===== src/rtl/prio_mux_pipe.sv =====
// ---------------------------------------------------------------------------
// prio_mux_pipe
//
// Registered N-way priority selector. One of NCH requesting channels is
// picked each cycle and its word is captured into a single output register
// that talks valid/ready to the downstream side. Because the register only
// loads when it is empty or being drained, backpressure reaches the inputs
// through in_ready.
//
// Parameters:
//    WIDTH  data width of each channel
//    NCH    number of input channels (must be at least 2)
//    CHW    (local) width of a channel index, $clog2(NCH)
//
// Ports:
//    clk        rising-edge clock
//    rst        synchronous active-high reset
//    in_valid   per-channel request, bit i belongs to channel i
//    in_data    flattened channel data, channel i at [i*WIDTH +: WIDTH]
//    in_ready   per-channel accept, at most one bit high
//    out_valid  output register holds a word
//    out_data   selected word
//    out_ch     index of the channel that supplied out_data
//    out_ready  downstream accepts when out_valid & out_ready
//
// Build option:
//    PRIO_MUX_RR_EN  when defined, the grant search starts at a rotating
//                    pointer instead of always at channel 0, so every
//                    requesting channel gets a turn.
// ---------------------------------------------------------------------------
module prio_mux_pipe #(
   parameter int WIDTH = 4,
   parameter int NCH   = 6
) (
   input  logic                   clk,
   input  logic                   rst,
   input  logic [NCH-1:0]         in_valid,
   input  logic [NCH*WIDTH-1:0]   in_data,
   output logic [NCH-1:0]         in_ready,
   output logic                   out_valid,
   output logic [WIDTH-1:0]       out_data,
   output logic [$clog2(NCH)-1:0] out_ch,
   input  logic                   out_ready
);

   localparam int CHW = $clog2(NCH);

   logic             loadEn;
   logic             inXfer;
   logic [NCH-1:0]   grant;
   logic [CHW-1:0]   grantIdx;
   logic [WIDTH-1:0] grantData;

   // The output register may take a new word when it is empty or when its
   // current word leaves on this same edge; that is what gives one word per
   // cycle under continuous flow.
   assign loadEn = ~out_valid | out_ready;

   // Only the granted channel can see ready, and never while in reset, so
   // no word is ever accepted on a reset edge.
   assign in_ready = grant & {NCH{loadEn & ~rst}};
   assign inXfer   = |in_ready;

`ifdef PRIO_MUX_RR_EN
   logic [CHW-1:0] ptr;
   int             dist;
   int             bestDist;

   // Rotating-priority grant: each requesting channel is scored by how far
   // it sits after ptr going round the ring, and the closest one wins.
   // Working with distances keeps every index a constant loop variable
   // instead of a computed wrap-around index.
   always_comb begin
      grant     = '0;
      grantIdx  = '0;
      grantData = '0;
      dist      = 0;
      bestDist  = NCH;
      for (int i = 0; i < NCH; i++) begin
         dist = (i >= int'(ptr)) ? (i - int'(ptr)) : (i + NCH - int'(ptr));
         if (in_valid[i] && (dist < bestDist)) begin
            bestDist  = dist;
            grant     = '0;
            grant[i]  = 1'b1;
            grantIdx  = CHW'(i);
            grantData = in_data[i*WIDTH +: WIDTH];
         end
      end
   end

   // The pointer moves to the channel just after the one served, wrapping
   // at the top; it only moves on an actual transfer, so stalls leave it put.
   always_ff @(posedge clk) begin
      if (rst) begin
         ptr <= '0;
      end else if (inXfer) begin
         ptr <= (grantIdx == CHW'(NCH - 1)) ? '0 : grantIdx + 1'b1;
      end
   end
`else
   // Fixed-priority grant: scanning from the top channel down means the
   // lowest requesting channel is the last to overwrite, so channel 0 wins.
   always_comb begin
      grant     = '0;
      grantIdx  = '0;
      grantData = '0;
      for (int i = NCH - 1; i >= 0; i--) begin
         if (in_valid[i]) begin
            grant     = '0;
            grant[i]  = 1'b1;
            grantIdx  = CHW'(i);
            grantData = in_data[i*WIDTH +: WIDTH];
         end
      end
   end
`endif

   // Output register. A new word always wins over draining, which keeps
   // out_valid high through back-to-back transfers. When the word is taken
   // with nothing behind it, only valid drops; data and channel keep their
   // last values.
   always_ff @(posedge clk) begin
      if (rst) begin
         out_valid <= 1'b0;
         out_data  <= '0;
         out_ch    <= '0;
      end else if (inXfer) begin
         out_valid <= 1'b1;
         out_data  <= grantData;
         out_ch    <= grantIdx;
      end else if (out_ready) begin
         out_valid <= 1'b0;
      end
   end

endmodule


===== config.mk =====
export PLATFORM = sky130hd
export DESIGN_NAME = prio_mux_pipe
export DESIGN_NICKNAME = d
export VERILOG_FILES = /design/src/rtl/prio_mux_pipe.sv
export SDC_FILE = /design/constraint.sdc
export NUM_CORES = 1
export LEC_CHECK = 0
export CORE_UTILIZATION = 36
export DETAILED_ROUTE_END_ITERATION = 12
export GPL_TIMING_DRIVEN = 0
export PLACE_DENSITY = 0.83
export SLEW_MARGIN = 0
export SYNTH_ARGS = -nofsm -noshare
export SYNTH_HDL_FRONTEND = slang
export SYNTH_SLANG_ARGS = --single-unit

===== constraint.sdc =====
create_clock -name clk -period 3.7 [get_ports clk]
set_clock_uncertainty 0.1 [all_clocks]
set_input_delay 0.74 -clock clk [delete_from_list [all_inputs] [get_ports clk]]
set_output_delay 0.74 -clock clk [all_outputs]
set_load 0.02 [all_outputs]

-- After elaboration in Yosys (flattened, before gate mapping)
Cells that the tools add are included.
- register bits after elaboration: 8
- bits of input ports: 33
- output and inout bits: 14
- word-level logic and storage cells: 30
- mux-type cells: 20
- bitwise operators: 5
- reductions and logical operators: 2
- operators with widths (cell ; number):
    6-bit two-way mux ; 6
    4-bit two-way mux ; 6
    3-bit two-way mux ; 6
    6-bit bitwise AND ; 1
    6-bit OR reduction ; 1
    1-bit two-way mux ; 2
    1-bit inverter ; 2
    2-bit nonzero test ; 1
    1-bit bitwise AND ; 1
    1-bit bitwise OR ; 1

-- Depth between registers and ports, before layout
Gate-level depths: netlist of run 1.
- depth in word-level cells: 9
- depth in mapped cells: 6
- depth with buffers taken out: 4

-- Least setup slack after synthesis of run 1
OpenSTA, ideal clock, no wires.
- path type: input to output
- from: input port rst
- to: output port in_ready[1]
- arrival: 1668 ps
- data required time: 2860 ps
- slack: 1192 ps
- stages: 2
- buffers on the path: 1
- cell sequence: buf_1 > nor4_1
- longest elaborated chain between the ends: 3
- ends and longest elaborated chain (item ; RTL line ; text):
    from (decl) ; 36 ; input logic rst,
    1-bit inverter ; 61 ; assign in_ready = grant & {NCH{loadEn & ~rst}};
    1-bit bitwise AND ; 61 ;
    6-bit bitwise AND ; 61 ;
    to (decl) ; 39 ; output logic [NCH-1:0] in_ready,
No other way between the ends.

-- Worst setup path in the final report of run 1
- from: input port in_valid[0]
- to: output port in_ready[0]
- longest elaborated chain between the ends: 2
- ends and longest elaborated chain (item ; RTL line ; text):
    from (decl) ; 37 ; input logic [NCH-1:0] in_valid,
    6-bit two-way mux ; 108 ; if (in_valid[i]) begin
    6-bit bitwise AND ; 61 ;
No other way between the ends.

==> results of run 1 <==
-- cell type report --
cell class / instances / area [µm²] / share of cell area (%)
multi-input cells: 66 / 459 / 39.3
repair buffers: 45 / 450 / 38.5
flip-flops and latches: 8 / 160 / 13.7
plain buffers: 6 / 38.8 / 3.32
well taps: 25 / 31.3 / 2.67
clock buffers: 3 / 22.5 / 1.93
inverters: 2 / 7.51 / 0.642
-- worst max path at each step --
stage	slack, ns	cells after the start	end	from
detailed placement	-0.0009	4	in_ready[3]	in_valid[1]
CTS	0.19	5	in_ready[0]	in_valid[0]
global placement	0.03	4	in_ready[5]	in_valid[1]
finish	0.17	5	in_ready[0]	in_valid[0]
global route	0.02	5	in_ready[0]	in_valid[0]
floorplan	1.19	2	in_ready[1]	rst
-- registers in the layout (all words and copies together), names as in the netlist --
name / count
out_ch: 3
out_data: 4
out_valid: 1
-- power groups by stage --
| stage | clock, µW | sequential (µW) | combinational, µW |
|---|---|---|---|
| 6_report | 69.4 | 95.6 | 109 |
| 5_1_grt | 76.3 | 96.1 | 116 |
| 4_1_cts | 71.4 | 95.7 | 108 |
| 3_5_place_dp | 0 | 97.5 | 107 |
| 3_3_place_gp | 0 | 97.0 | 106 |
| 2_1_floorplan | 0 | 104 | 42.8 |
-- placed cells by master (no fill, tap or decap) --
| master | Yosys | final |
|---|---|---|
| a211oi_2 | 1 | 1 |
| a21boi_0 | 1 | 1 |
| a21o_1 | 1 | 1 |
| a21oi_1 | 13 | 13 |
| a311oi_2 | 4 | 4 |
| a31oi_1 | 1 | 1 |
| and2_1 | 1 | 1 |
| and3_1 | 2 | 2 |
| and3b_1 | 1 | 1 |
| buf_1 | 1 | 1 |
| buf_2 | 1 | 1 |
| buf_6 | 2 | 2 |
| clkbuf_1 | 2 | 2 |
| clkbuf_4 | 0 | 3 |
| clkdlybuf4s50_1 | 0 | 45 |
| dfxtp_1 | 8 | 8 |
| inv_1 | 2 | 2 |
| nand2_1 | 9 | 9 |
| nand2b_1 | 2 | 2 |
| nand3b_1 | 8 | 8 |
| nor2_1 | 2 | 2 |
| nor2_2 | 4 | 4 |
| nor2b_1 | 2 | 2 |
| nor3_1 | 1 | 1 |
| nor3b_2 | 1 | 1 |
| nor4_1 | 2 | 1 |
| nor4_2 | 0 | 1 |
| nor4_4 | 1 | 1 |
| o21ai_0 | 2 | 2 |
| o21bai_1 | 1 | 1 |
| o221ai_1 | 1 | 1 |
| o22ai_1 | 3 | 3 |
| o31ai_1 | 1 | 1 |
| or3_4 | 1 | 1 |
-- cells by family (layout without fill, tap and decap cells) --
| kind of cell | Yosys count | in the layout |
|---|---|---|
| simple gates | 37 | 37 |
| compound gates | 29 | 29 |
| flops | 8 | 8 |
| buf+inv | 8 | 56 |
-- layer usage --
layer / vias up / track usage, %
met5: - / 0
met4: 0 / 8.48
met3: 4 / 4.80
met2: 42 / 39.7
met1: 390 / 26.0
li1: 404 / -
-- metrics by stage --
step                std cells  hold WS, ns  util, %  setup slack, ns  power [µW]
finish                    155        0.377     67.8            0.167         274
global route              155        0.418     67.8           0.0226         289
CTS                       155        0.380     67.8            0.190         275
detailed placement        152        0.372     66.1        -0.000927         205
global placement          152        0.357     66.1           0.0336         203
floorplan                  82        0.447        -             1.19         147
-- worst reg2reg max path, stage by stage, from the launching register on --
cell and delay [ns]:
dfxtp_1 0.35, nor2b_1 0.41, a211oi_2 0.09, buf_6 0.18, a311oi_2 0.22
-- what timing repair did --
action,in CTS,in global routing
gates resized for setup,1,0
setup endpoints to repair,1,0
hold buffers,0,0
==> impl_metrics.env, run 1 <==
export IMPL_outcome="finished clean"
export IMPL_pwr_share_seq_pct=34.9
export IMPL_synth_top_area_share_pct=24.3
export IMPL_fin_crit_sh_pct=95.5
export IMPL_synth_compound_area_share_pct=32.1
export IMPL_switchingPower_uw=83.8
export IMPL_critPathSlowestCell="clkdlybuf4s50_1"
export IMPL_swShare_pct=30.6
export IMPL_wl_met3_um=126
export IMPL_netlist_area_um2=659
export IMPL_fin_nets=165
export IMPL_ir_drop_uv=192
export IMPL_die_area_um2=2010
export IMPL_grtUsageTotal_pct=22.3
export IMPL_synth_most_common_cell="a21oi_1"
export IMPL_leakage_uw=0.000418
export IMPL_dr_pass1_iters=4
export IMPL_clock_fmax_mhz=283
export IMPL_grt_pass1_vias=839
export IMPL_clkTransAtPathRegs_ns=0.06
export IMPL_cp_arrival_ns=2.69
export IMPL_initial_core_util_pct=38.2
export IMPL_insertedDiodeCount=0
export IMPL_path_class="in2out"
export IMPL_hold_class="reg2reg"
export IMPL_synth_xor_area_share_pct=0
export IMPL_cts_made_buffers=3
export IMPL_die_h_um=44.8
export IMPL_min_period_ns=3.53
export IMPL_clockBufferDepth=2
export IMPL_drv_cap=0
export IMPL_r2r_start="out_valid"
export IMPL_p_int_uw=190
export IMPL_cts_tree="done"
export IMPL_synth_seq_cells=8
export IMPL_fin_area_um2=1170
export IMPL_fin_setup_tns_ns=0
export IMPL_yosys_area_share_adder_pct=0
export IMPL_antenna_found_initial=0
export IMPL_synth_warnings=0
export IMPL_num_vias=840
export IMPL_top_level_ports=47
export IMPL_syn_instance_count=82
export IMPL_comb_power_share_pct=39.7
export IMPL_drt_iter0_markers=25
export IMPL_die_w_um=44.8
export IMPL_holdPathStages=2
export IMPL_async_reset_ff_share_pct=0
export IMPL_worst_pin_slew_ns=0.571
export IMPL_endpoint_kind="output port"
export IMPL_routed_wl_met2_um=1070
export IMPL_cp_buffers_inverters=4
export IMPL_clockRootBuffer="clkbuf_4"
export IMPL_clock_power_share_pct=25.4
export IMPL_finalHoldViolCount=0
export IMPL_io_buffer_count=45
export IMPL_drive_gt1_share_pct=14.6
export IMPL_setup_viol=0
export IMPL_rsz0062_at_grt="false"
export IMPL_crit_family="buffers and inverters"
export IMPL_p_per_area_nw_per_um2=234
export IMPL_rows=15
export IMPL_cts_sinks=8
export IMPL_yosys_mux_area_fraction_pct=0
export IMPL_gp_congestion=0.843
export IMPL_path_max_fanout=10
export IMPL_slew_headroom_pct=62.0
export IMPL_vias_per_cell=5.42
export IMPL_synth_cell_types=31
export IMPL_fillers=155
export IMPL_slew_viol_final=0
export IMPL_synth_top_cells_by_count="a21oi_1 (13), nand2_1 (9), dfxtp_1 (8), nand3b_1 (8)"
export IMPL_post_cts_buffers=0
export IMPL_grt_max_degree=11
export IMPL_wirelength_um=2070
export IMPL_crit_top_cell="clkdlybuf4s50_1"
export IMPL_startpoint_type="primary input"
export IMPL_highest_layer="met4"
export IMPL_avgRoutedWirePerCell_um=13.3
export IMPL_place_hpwl_um=1600
export IMPL_synth_top_family_by_area="simple AND/OR/NAND/NOR gates"
export IMPL_ff2ff_setup_slack_ns=2.26
export IMPL_worstHoldEndpoint="out_ch[1]"
export IMPL_clk_latency_ns=0.25
export IMPL_synth_simple_gate_area_share_pct=36.6
export IMPL_grt_pass1_wl_um=3350
export IMPL_cp_cell_sequence="clkdlybuf4s50_1 -> clkbuf_1 -> inv_1 -> nor3_1 -> clkdlybuf4s50_1"
export IMPL_ff2ff_path_depth=4
export IMPL_r2r_end="out_data[3]"
export IMPL_cp_slowest_stage_delay_ns=0.63
export IMPL_synth_top_flop_cell="dfxtp_1"
export IMPL_syn_nets=115
export IMPL_worstPathRequired_ns=2.86
export IMPL_htreeDepth=1
export IMPL_grt_overflow=0
export IMPL_area_delta_synth_final_pct=77.4
export IMPL_hold_start="out_ch[1]"
export IMPL_ys_seq_area_share_pct=24.3
export IMPL_synth_edf_count=0
export IMPL_synth_area_per_cell_um2=8.04
export IMPL_ant_nets=0
export IMPL_synth_area_top_cells="dfxtp_1 (24%), a21oi_1 (9.9%), a311oi_2 (9.1%)"
export IMPL_synth_top_area_cell="dfxtp_1"
export IMPL_core_area_um2=1730
export IMPL_drc=0
export IMPL_place_area_um2=1140
export IMPL_wl_met1_um=845
Power figures use the tool's default switching activity.
==> run 2, diff against run 1 <==
--- a/config.mk
+++ b/config.mk
@@ -5,7 +5,9 @@
 export SDC_FILE = /design/constraint.sdc
 export NUM_CORES = 1
 export LEC_CHECK = 0
+export CORE_ASPECT_RATIO = 0.8
 export CORE_UTILIZATION = 36
+export CTS_CLUSTER_DIAMETER = 150
 export DETAILED_ROUTE_END_ITERATION = 12
 export GPL_TIMING_DRIVEN = 0
 export PLACE_DENSITY = 0.83
==> run 2 against run 1 <==
Critical path depth unchanged. Cell area decreased by 0.32%. Final cell count down 1.9%. Utilization is 1.9 points higher. Setup slack improved by 0.0062 ns. Non-clock buffer count unchanged.
==> impl_metrics.env, run 2 (synthesis gave the netlist of run 1 again) <==
export IMPL_post_cts_buffers=0
export IMPL_ir_drop_uv=206
export IMPL_io_buffer_count=45
export IMPL_worst_pin_slew_ns=0.563
export IMPL_drt_iter0_markers=20
export IMPL_p_int_uw=190
export IMPL_worstPathRequired_ns=2.86
export IMPL_comb_power_share_pct=40.0
export IMPL_fin_setup_tns_ns=0
export IMPL_ff2ff_path_depth=4
export IMPL_grt_max_degree=11
export IMPL_leakage_uw=0.000418
export IMPL_core_area_um2=1680
export IMPL_vias_per_cell=5.15
export IMPL_clockBufferDepth=2
export IMPL_cp_arrival_ns=2.69
export IMPL_initial_core_util_pct=39.4
export IMPL_path_max_fanout=10
export IMPL_path_class="in2out"
export IMPL_avgRoutedWirePerCell_um=12.8
export IMPL_grtUsageTotal_pct=20.3
export IMPL_hold_class="reg2reg"
export IMPL_min_period_ns=3.53
export IMPL_outcome="finished clean"
export IMPL_drc=0
export IMPL_slew_headroom_pct=62.5
export IMPL_place_hpwl_um=1570
export IMPL_dr_pass1_iters=4
export IMPL_mostFrequentLayoutCells="clkdlybuf4s50_1 (45), a21oi_1 (13), nand2_1 (9)"
export IMPL_insertedDiodeCount=0
export IMPL_largest_reg_flops=4
export IMPL_die_w_um=49.9
export IMPL_swShare_pct=29.6
export IMPL_r2r_end="out_data[3]"
export IMPL_drv_cap=0
export IMPL_regMostFlops="out_data"
export IMPL_worstSetupStartpoint="in_valid[0]"
export IMPL_area_delta_synth_final_pct=76.9
export IMPL_biggestRegsByFlops="out_data (4), out_ch (3), out_valid (1)"
export IMPL_finalHoldViolCount=0
export IMPL_endpoint_kind="output port"
export IMPL_drive_gt1_share_pct=14.6
export IMPL_rows=13
export IMPL_grt_pass1_vias=683
export IMPL_cts_made_buffers=3
export IMPL_wirelength_um=1940
export IMPL_clock_power_share_pct=24.7
export IMPL_fin_area_um2=1170
export IMPL_grt_pass1_wl_um=3000
export IMPL_clockRootBuffer="clkbuf_4"
export IMPL_ff2ff_setup_slack_ns=2.28
export IMPL_top_level_ports=47
export IMPL_slew_viol_final=0
export IMPL_die_h_um=40.3
export IMPL_p_per_area_nw_per_um2=231
export IMPL_clkTransAtPathRegs_ns=0.05
export IMPL_gp_congestion=0.876
export IMPL_final_common_cell="clkdlybuf4s50_1"
export IMPL_startpoint_type="primary input"
export IMPL_critPathCapture="in_ready[0]"
export IMPL_pwr_share_seq_pct=35.3
export IMPL_die_area_um2=2010
export IMPL_fin_nets=165
export IMPL_grt_overflow=0
export IMPL_clock_fmax_mhz=284
export IMPL_r2r_start="out_valid"
export IMPL_cts_hold_fix_buffers=0
export IMPL_num_vias=783
export IMPL_fin_crit_sh_pct=95.3
export IMPL_setup_viol=0
export IMPL_place_area_um2=1140
export IMPL_cts_sinks=8
export IMPL_cts_tree="done"
export IMPL_switchingPower_uw=79.8
export IMPL_clk_latency_ns=0.25
export IMPL_rsz0062_at_grt="false"
export IMPL_ant_nets=0
export IMPL_fillers=152
export IMPL_htreeDepth=1
export IMPL_antenna_found_initial=0
[run 2: cell counts in the layout (fill, tap and decap cells not counted)]
Identical to the previous run, type by type.
[run 2: layer usage]
layer / vias up / routed length (µm) / track usage (%)
li1: 405 / - / -
met1: 336 / 936 / 26.7
met2: 42 / 850 / 34.8
met3: 0 / 156 / 6.82
met4: 0 / 0 / 0
met5: - / 0 / 0
[run 2: critical path, cell delays in order]
cell	delay (ns)
clkdlybuf4s50_1	0.58
clkbuf_1	0.39
inv_1	0.11
nor3_1	0.22
clkdlybuf4s50_1	0.65
[run 2: power by group through the flow]
stage,registers (µW),clock network [µW],logic (µW)
final,95.2,66.7,108
after global routing,95.9,71.2,116
after CTS,95.2,68.1,108
after detailed placement,97.0,0,107
after global placement,96.9,0,105
after floorplan,104,0,42.8
[run 2: layout make-up]
type | instances | area (µm²) | share of cell area, %
clock buffer | 3 | 22.5 | 1.93
multi-input combinational | 66 | 459 | 39.4
timing repair buffer | 45 | 450 | 38.6
inverter | 2 | 7.51 | 0.644
sequential | 8 | 160 | 13.7
buffer | 6 | 38.8 | 3.33
tap | 22 | 27.5 | 2.36
[run 2: repair_timing]
action,CTS,global route
endpoints found under the setup margin,0,4
gates resized for setup,0,1
hold endpoints to repair,0,0
[run 2: worst min path at each step]
stage | from | end | slack [ns] | cells past startpoint
4_1_cts | out_ch[1] | out_ch[1] | 0.38 | 2
3_5_place_dp | out_ch[1] | out_ch[1] | 0.37 | 2
2_1_floorplan | out_ch[1] | out_ch[1] | 0.45 | 2
5_1_grt | out_ch[1] | out_ch[1] | 0.40 | 2
3_3_place_gp | out_ch[1] | out_ch[1] | 0.37 | 2
6_report | out_ch[1] | out_ch[1] | 0.38 | 2
[run 2: through the flow]
stage | utilization [%] | hold WS [ns] | total power (µW) | std cells | setup WS, ns
after CTS | 69.2 | 0.381 | 271 | 152 | 0.0139
after global placement | 67.9 | 0.365 | 202 | 149 | 0.0827
final | 69.6 | 0.379 | 270 | 152 | 0.173
after floorplan | - | 0.447 | 147 | 82 | 1.19
after detailed placement | 67.9 | 0.374 | 204 | 149 | 0.0208
after global routing | 69.6 | 0.399 | 284 | 152 | 0.0580
